--- src/rtl/riscv_pkg.sv ---
// Shared RISC-V core definitions: default widths, reset PC and the fetch entry layout.
package riscv_pkg;

  localparam int RV_XLEN = 32;
  localparam int RV_ILEN = 32;
  localparam logic [RV_XLEN-1:0] RV_RESET_PC = '0;

  typedef struct packed {
    logic [RV_XLEN-1:0] pc;
    logic [RV_ILEN-1:0] instruction;
  } fetch_entry_t;

endpackage

--- src/rtl/fifo_sync.sv ---
// Synchronous FIFO with wrap-around pointers (extra MSB distinguishes full from empty).
module fifo_sync #(
  parameter int WIDTH = 64,
  parameter int DEPTH = 4
) (
  input  logic                       clock,
  input  logic                       reset_n,
  input  logic                       push,
  input  logic                       pop,
  input  logic                       flush,
  input  logic [WIDTH-1:0]           wdata,
  output logic [WIDTH-1:0]           rdata,
  output logic [$clog2(DEPTH+1)-1:0] count,
  output logic                       full,
  output logic                       empty
);

  localparam int AW = $clog2(DEPTH);
  localparam int CW = $clog2(DEPTH+1);

  logic [WIDTH-1:0] mem_q [DEPTH];
  logic [AW:0]      wr_ptr_q, wr_ptr_d;
  logic [AW:0]      rd_ptr_q, rd_ptr_d;
  logic [AW:0]      used;
  logic             do_push;
  logic             do_pop;

  assign used    = wr_ptr_q - rd_ptr_q;
  assign count   = CW'(used);
  assign empty   = (wr_ptr_q == rd_ptr_q);
  assign full    = (wr_ptr_q[AW] != rd_ptr_q[AW]) &&
                   (wr_ptr_q[AW-1:0] == rd_ptr_q[AW-1:0]);
  assign do_push = push && !full && !flush;
  assign do_pop  = pop && !empty;
  assign rdata   = mem_q[rd_ptr_q[AW-1:0]];

  // Pointer next-state: a flush empties the queue and overrides any push or pop.
  always_comb begin
    wr_ptr_d = wr_ptr_q;
    rd_ptr_d = rd_ptr_q;
    if (flush) begin
      wr_ptr_d = '0;
      rd_ptr_d = '0;
    end else begin
      if (do_push) wr_ptr_d = wr_ptr_q + 1'b1;
      if (do_pop)  rd_ptr_d = rd_ptr_q + 1'b1;
    end
  end

  // Pointer registers.
  always_ff @(posedge clock or negedge reset_n) begin
    if (!reset_n) begin
      wr_ptr_q <= '0;
      rd_ptr_q <= '0;
    end else begin
      wr_ptr_q <= wr_ptr_d;
      rd_ptr_q <= rd_ptr_d;
    end
  end

  // Storage is written only on an accepted push and needs no reset.
  always_ff @(posedge clock) begin
    if (do_push) mem_q[wr_ptr_q[AW-1:0]] <= wdata;
  end

endmodule

--- src/rtl/stage_if_prefetch.sv ---
// Instruction fetch stage: credit-limited memory requests, in-order prefetch queue,
// valid/ready toward decode, and wrong-path squashing on redirect.
module stage_if_prefetch
  import riscv_pkg::*;
#(
  parameter int              XLEN     = RV_XLEN,
  parameter int              ILEN     = RV_ILEN,
  parameter int              DEPTH    = 4,
  parameter logic [XLEN-1:0] RESET_PC = XLEN'(RV_RESET_PC)
) (
  input  logic            clock,
  input  logic            reset_n,
  input  logic            redirect_valid,
  input  logic [XLEN-1:0] redirect_pc,
  output logic            imem_req_valid,
  output logic [XLEN-1:0] imem_req_addr,
  input  logic            imem_req_ready,
  input  logic            imem_rsp_valid,
  input  logic [ILEN-1:0] imem_rsp_data,
  output logic            out_valid,
  input  logic            out_ready,
  output logic [ILEN-1:0] out_instruction,
  output logic [XLEN-1:0] out_pc
);

  localparam int CW = $clog2(DEPTH+1);

  typedef struct packed {
    logic [XLEN-1:0] pc;
    logic [ILEN-1:0] instruction;
  } entry_t;

  logic [XLEN-1:0] fetch_pc_q, fetch_pc_d;
  logic [CW-1:0]   outstanding_q, outstanding_d;
  logic [CW-1:0]   discard_q, discard_d;
  entry_t          hold_q, hold_d;

  logic [CW-1:0]   fifo_count;
  logic            fifo_full;
  logic            fifo_empty;
  logic            fifo_push;
  logic            fifo_pop;
  entry_t          push_entry;
  entry_t          head_entry;
  logic [CW:0]     inflight;
  logic            req_fire;
  logic            rsp_live;
  logic            unused_pc_bits;

  // Low address bits of a redirect target are don't-care; fetch is always word aligned.
  assign unused_pc_bits = ^redirect_pc[1:0];

  // A queue slot is reserved for every request in flight, so the queue can never overflow.
  assign inflight       = {1'b0, fifo_count} + {1'b0, outstanding_q};
  assign imem_req_valid = reset_n && !redirect_valid && !fifo_full &&
                          (inflight < (CW+1)'(DEPTH));
  assign imem_req_addr  = fetch_pc_q;
  assign req_fire       = imem_req_valid && imem_req_ready;

  // A response with nothing outstanding is a protocol error and is ignored.
  assign rsp_live = imem_rsp_valid && (outstanding_q != '0);

  // With no responses left to drop, the oldest live request's PC sits 4*outstanding behind fetch_pc.
  assign push_entry.pc          = fetch_pc_q - (XLEN'(outstanding_q) << 2);
  assign push_entry.instruction = imem_rsp_data;
  assign fifo_push = rsp_live && (discard_q == '0) && !redirect_valid;
  assign fifo_pop  = out_valid && out_ready;

  assign out_valid       = !fifo_empty;
  assign out_pc          = fifo_empty ? hold_q.pc          : head_entry.pc;
  assign out_instruction = fifo_empty ? hold_q.instruction : head_entry.instruction;

  fifo_sync #(
    .WIDTH ($bits(entry_t)),
    .DEPTH (DEPTH)
  ) u_fetch_fifo (
    .clock   (clock),
    .reset_n (reset_n),
    .push    (fifo_push),
    .pop     (fifo_pop),
    .flush   (redirect_valid),
    .wdata   (push_entry),
    .rdata   (head_entry),
    .count   (fifo_count),
    .full    (fifo_full),
    .empty   (fifo_empty)
  );

  // Next fetch PC, in-flight and discard bookkeeping; a redirect overrides normal advance.
  always_comb begin
    fetch_pc_d    = fetch_pc_q;
    outstanding_d = outstanding_q;
    discard_d     = discard_q;
    hold_d        = hold_q;

    if (!fifo_empty) hold_d = head_entry;

    if (req_fire) fetch_pc_d = fetch_pc_q + XLEN'(4);

    case ({req_fire, rsp_live})
      2'b10:   outstanding_d = outstanding_q + CW'(1);
      2'b01:   outstanding_d = outstanding_q - CW'(1);
      default: outstanding_d = outstanding_q;
    endcase

    if (rsp_live && (discard_q != '0)) discard_d = discard_q - CW'(1);

    if (redirect_valid) begin
      fetch_pc_d = {redirect_pc[XLEN-1:2], 2'b00};
      discard_d  = outstanding_q - CW'(rsp_live);
    end
  end

  // Fetch-stage state registers.
  always_ff @(posedge clock or negedge reset_n) begin
    if (!reset_n) begin
      fetch_pc_q    <= RESET_PC;
      outstanding_q <= '0;
      discard_q     <= '0;
      hold_q        <= '{pc: RESET_PC, instruction: '0};
    end else begin
      fetch_pc_q    <= fetch_pc_d;
      outstanding_q <= outstanding_d;
      discard_q     <= discard_d;
      hold_q        <= hold_d;
    end
  end

endmodule

--- config.mk ---
export PLATFORM = sky130hd
export DESIGN_NAME = stage_if_prefetch
export DESIGN_NICKNAME = d
export VERILOG_FILES = /design/src/rtl/riscv_pkg.sv /design/src/rtl/fifo_sync.sv /design/src/rtl/stage_if_prefetch.sv
export SDC_FILE = /design/constraint.sdc
export NUM_CORES = 1
export LEC_CHECK = 0
export CAP_MARGIN = 20
export CELL_PAD_IN_SITES_DETAIL_PLACEMENT = 1
export CELL_PAD_IN_SITES_GLOBAL_PLACEMENT = 1
export CORE_MARGIN = 5
export CORE_UTILIZATION = 48
export CTS_CLUSTER_SIZE = 16
export DETAILED_ROUTE_END_ITERATION = 6
export PLACE_DENSITY = 0.92
export SLEW_MARGIN = 20
export SYNTH_ARGS = -nofsm -noshare
export SYNTH_HDL_FRONTEND = slang
export SYNTH_HIERARCHICAL = 1
export SYNTH_SLANG_ARGS = --single-unit
--- constraint.sdc ---
create_clock -name clock -period 9 [get_ports clock]
set_input_delay 2.7 -clock clock [delete_from_list [all_inputs] [get_ports clock]]
set_output_delay 2.7 -clock clock [all_outputs]
set_load 0.005 [all_outputs]
======== Yosys cells after proc, flatten, opt, wreduce, memory -nomap -nowiden ========
Memory sizes are Yosys's and may differ from the RTL's.
Index checks and enable logic that the tools add are counted.
word-level totals
  memories ................................ 1
  word-level logic and storage cells ...... 61
  output and inout bits ................... 98
  register bits ........................... 108
  memory bits (writable) .................. 256
  input port bits ......................... 70
memories
  memory              words  width  read ports  clocked after memory_dff  write ports  RTL line         source
  u_fetch_fifo.mem_q  4      64     1           0                         1            fifo_sync.sv:21  logic [WIDTH-1:0] mem_q [DEPTH];
operators by class
  equal/unequal tests ..................... 5
  order comparisons ....................... 1
  multiplexer cells ....................... 13
  reductions and logical operators ........ 24
  $add $sub $neg .......................... 10
operator list
  operator                                            number
  2-to-1 mux 32 bit                                   4
  adder 32 x 3 -> 32 bit, second input constant       1
  subtractor 32 x 5 -> 32 bit                         1
  2-to-1 mux 3 bit                                    6
  logical AND 1 bit                                   13
  nonzero test 2 bit                                  5
  adder 3 x 1 -> 3 bit, second input constant         3
  one-hot mux 3 bit (2 select lines)                  1
  nonzero test 3 bit                                  2
  subtractor 3 x 1 -> 3 bit, second input constant    2
  adder 3 x 3 -> 4 bit                                1
  < comparator 4 x 3 -> 1 bit, second input constant  1
  == test 3 bit                                       1
  logical NOT 1 bit                                   3
  logical NOT 3 bit                                   1
  subtractor 3 x 1 -> 3 bit                           1
  subtractor 3 bit                                    1
  == test 2 x 1 -> 1 bit, second input constant       1
  == test 2 bit                                       1
  == test 2 bit, second input constant                1
  2-to-1 mux 1 bit                                    2
  inequality test 1 bit                               1

======== Logic depth before layout (Yosys ltp) ========
  depth after elaboration ................. 8
  gate-level depth with buffers ........... 18

======== Modules after synthesis ========
The synthesis kept the hierarchy.
by module, submodules not included
  module             instances  area each (um^2)  cells each
  fifo_sync          1          9,851.9           399
  stage_if_prefetch  1          5,292.6           491

======== Worst setup path after synthesis ========
OpenSTA, ideal clock, no wires.
  path kind ............................... input -> register
  from .................................... input port redirect_valid
  to ...................................... memory u_fetch_fifo.mem_q[0][0] (enable)
  arrival time ............................ 9.619 ns
  slack ................................... -1.265 ns
  cell stages on the path ................. 4
  cells stage by stage .................... clkbuf_1 nor4b_1 clkbuf_1 nor4bb_1
between the ends
  longest elaborated chain between the ends .. 6
RTL lines
  element                                 RTL line                 source
  start: declaration                      stage_if_prefetch.sv:13  input logic redirect_valid,
  logical NOT 1 bit                       stage_if_prefetch.sv:66  assign fifo_push = rsp_live && (discard_q == '0) && !redirect_valid;
  logical AND 1 bit                       stage_if_prefetch.sv:66
  via fifo_push                           stage_if_prefetch.sv:41  logic fifo_push;
  logical AND 1 bit (2 in series)         fifo_sync.sv:33          assign do_push = push && !full && !flush;
  2-to-1 mux 1 bit                        fifo_sync.sv:63          if (do_push) mem_q[wr_ptr_q[AW-1:0]] <= wdata;
  2-to-1 mux 1 bit (not written as such)  fifo_sync.sv:63
  end: declaration                        fifo_sync.sv:21
The timed path passes the listed nets, and every way through them passes these cells.

======== Final worst setup path ========
  from .................................... register u_fetch_fifo.rd_ptr_q[0]
  to ...................................... output port out_pc[31]
between the ends
  longest elaborated chain between the ends .. 2
  elaborated cells on any way between the ends .. 3
  those cells by class .................... eq/ne: 1; mux: 1; memory: 1
RTL lines
  element                   RTL line                 source
  start: declaration        fifo_sync.sv:23          logic [AW:0] rd_ptr_q, rd_ptr_d;
  start signal: assignment  fifo_sync.sv:57          rd_ptr_q <= rd_ptr_d;
  == test 3 bit             fifo_sync.sv:30          assign empty = (wr_ptr_q == rd_ptr_q);
  via fifo_empty            stage_if_prefetch.sv:40  logic fifo_empty;
  2-to-1 mux 32 bit         stage_if_prefetch.sv:70  assign out_pc = fifo_empty ? hold_q.pc : head_entry.pc;
  end: declaration          stage_if_prefetch.sv:23  output logic [XLEN-1:0] out_pc
The timed path passes the listed nets, and every way through them passes these cells.

==> metrics.cfg <==
[hold_path]
min_path_type = flip-flop to flip-flop

[global_routing]
grt_pass1_vias = 9657
grt_first_pass_wirelength_um = 56200
grt_overflow = 0
grt_max_degree = 67
antenna_found_initial = 0
track_usage_pct = 20.1

[critical_path]
critPathMaxFanout = 29
worstPathCellList = ha_1 > nand2_1 > nor2b_4 > buf_4 > mux2_2 > clkdlybuf4s50_1
cp.required_ns = 6.30
max_stage_delay_ns = 0.80
start_kind = flip-flop
critPathTopFamily = simple AND/OR/NAND/NOR gates
critPathKind = flip-flop to output pin
end_kind = output pin
arrival_ns = 4.17
crit_buf_inv = 2
crit_slowest_cell = nor2b_4

[drt]
drt-initial-drc-count = 528
wl_per_cell_um = 23.5
drt-total-wl_um = 35200
drc_errors = 0
final_antenna_net_count = 0
vias = 8646
firstDrtPassIters = 5
avgViaCountPerCell = 5.78

[synth]
async_flop_share_pct = 29.3
synth_edf_count = 256
synthTopCellsByArea = edfxtp_1 (51%), dfrtp_1 (18%), mux4_2 (9.5%)
synthDominantCellAreaShare_pct = 50.8
yosys-top-cells-count = edfxtp_1 (256), dfrtp_1 (106), mux2_2 (68)
yosys_warnings = 6
synth_cell_types = 66
yosys.cell_count.top_type = edfxtp_1
synth_top_area_cell = edfxtp_1
synth-seq-cells = 362
syn_avg_cell_area_um2 = 17.0
synthesis.area_mm2 = 0.0151
seq_area_frac_synth_pct = 68.3
ys.flop_type = edfxtp_1
syn_inst = 890

[clocking]
cts-root-buf = clkbuf_16
cts_tree = done
hold_buffers = 0
clock_latency_ns = 0.52
cts-buffers-inserted = 40
clk_pin_slew_ns = 0.06
htreeDepth = 2
cts_buffer_depth = 3
cts_sinks = 362
postCtsResizedCells = 0
cts_setup_buffers = 0

[sta]
final_hold_viol_count = 0
finalClockSkew_ns = 0.0259
slew_headroom_pct = 31.9
fmax_mhz = 146
slew_violations = 0
rsz0062_at_grt = false
worst_pin_slew_ns = 1.02
setup_violations = 0
fin_crit_sh_pct = 76.3
min_period_ns = 6.87

[power]
power_frac_seq_pct = 41.8
total_power_w = 0.00514
p_sw_w = 0.00132
internal_power_w = 0.00382
peakVddDrop_v = 0.000120
p_per_area_mw_per_mm2 = 278
swShare_pct = 25.7
pwr-share-comb_pct = 26.0
power_frac_clock_pct = 32.2
leakagePower_nw = 6.41

[floorplanning]
die_height_um = 188
start_util_pct = 48.2
die-width_um = 188
rows = 65
coreArea_mm2 = 0.0314
io_pins = 168
die-area_mm2 = 0.0352

[outcome]
status = complete, no violations

[layout]
syn2layout_area_growth_pct = 22.1
fill_cells = 2848
drive_gt1_share_pct = 20.7
nNetsFinal = 1156
n_antenna_cell = 0
finalNonFillerCells = 1497

[run]
max_cap_violations = 0

[placement]
io_buffers = 163
hpwl_um = 22400
dp_cells = 1425
gp_congestion = 0.818

worst paths after layout:
kind                                               start                        to  slack [ns]  cells after the start
worst min register to register                hold_q[48]                hold_q[48]        0.50                      1
worst max register to register  u_fetch_fifo/rd_ptr_q[0]          outstanding_q[2]        4.49                     12
worst min-delay path                          hold_q[48]                hold_q[48]        0.50                      1
worst max-delay path            u_fetch_fifo/rd_ptr_q[0]                out_pc[31]        2.13                      6
max in group asynchronous                        reset_n  u_fetch_fifo/rd_ptr_q[0]        5.22                      3
min in group asynchronous                        reset_n                hold_q[30]        2.34                      2
logic make-up after synthesis:
family | after synthesis | share of synthesized area, %
flip-flops | 362 | 68.3
AO/OA/AOI/OAI | 68 | 2.92
multiplexers | 134 | 14.7
other | 1 | 0.0248
buffers and inverters | 77 | 2.87
XOR/XNOR | 44 | 2.59
adder cells (fa/ha/maj) | 21 | 1.88
AND/OR/NAND/NOR | 183 | 6.72
power by group through the flow:
| stage | Sequential (W) | Clock, W | Combinational (W) |
|---|---|---|---|
| after floorplan | 0.00212 | 0 | 0.000724 |
| after global placement | 0.00216 | 0 | 0.00129 |
| after detailed placement | 0.00218 | 0 | 0.00135 |
| after CTS | 0.00215 | 0.00170 | 0.00137 |
| after global routing | 0.00217 | 0.00178 | 0.00145 |
| final | 0.00215 | 0.00166 | 0.00134 |
routing by layer:
metal	share of wire, %	track usage (%)	vias to the layer above	routed length (µm)
met5	0	0	-	0
met4	2.2	5.31	0	779
met3	4.8	3.48	54	1680
met2	50	34.5	275	17800
met1	43	26.7	4518	15000
li1	-	-	3799	-
final cells by class:
type	count	area, µm²	share of cell area (%)
sequential	362	10300	55.9
multi-input combinational	460	4460	24.1
timing repair buffer	180	1750	9.47
clock buffer	56	1130	6.12
tap	402	503	2.72
clock inverter	16	221	1.20
inverter	21	78.8	0.426
cell usage in the layout, fill, tap and decap left out, types with 18 or more instances in the layout:
cell             Yosys  final
clkbuf_16            0     41
xor2_1              19     19
mux4_2              64     64
edfxtp_1           256    256
nor2_1              21     21
nand2_1             45     45
inv_1               19     19
xnor2_1             24     24
o21ai_0             21     21
ha_1                18     18
mux2_2              68     68
dfrtp_1            106    104
nand3_1             27     27
buf_4                6     18
clkdlybuf4s50_1      0    161
stage by stage:
step / hold WS, ns / setup TNS [ns] / util (%) / cell area [µm²] / setup WS (ns)
floorplan: 0.485 / -152.40 / - / 15200 / -1.19
global placement: 0.479 / 0 / 54.6 / 17100 / 2.47
detailed placement: 0.482 / 0 / 54.6 / 17100 / 2.45
CTS: 0.497 / 0 / 58.9 / 18500 / 1.98
global route: 0.511 / 0 / 58.9 / 18500 / 1.83
finish: 0.495 / 0 / 58.9 / 18500 / 2.13
state kept, by name (all words and copies together) (netlist names):
signal / flops
hold_q: 64
imem_req_addr: 30
u_fetch_fifo/wr_ptr_q: 3
u_fetch_fifo/rd_ptr_q: 3
discard_q: 3
outstanding_q: 3
u_fetch_fifo/mem_q: 256
Power figures use the tool's default switching activity.
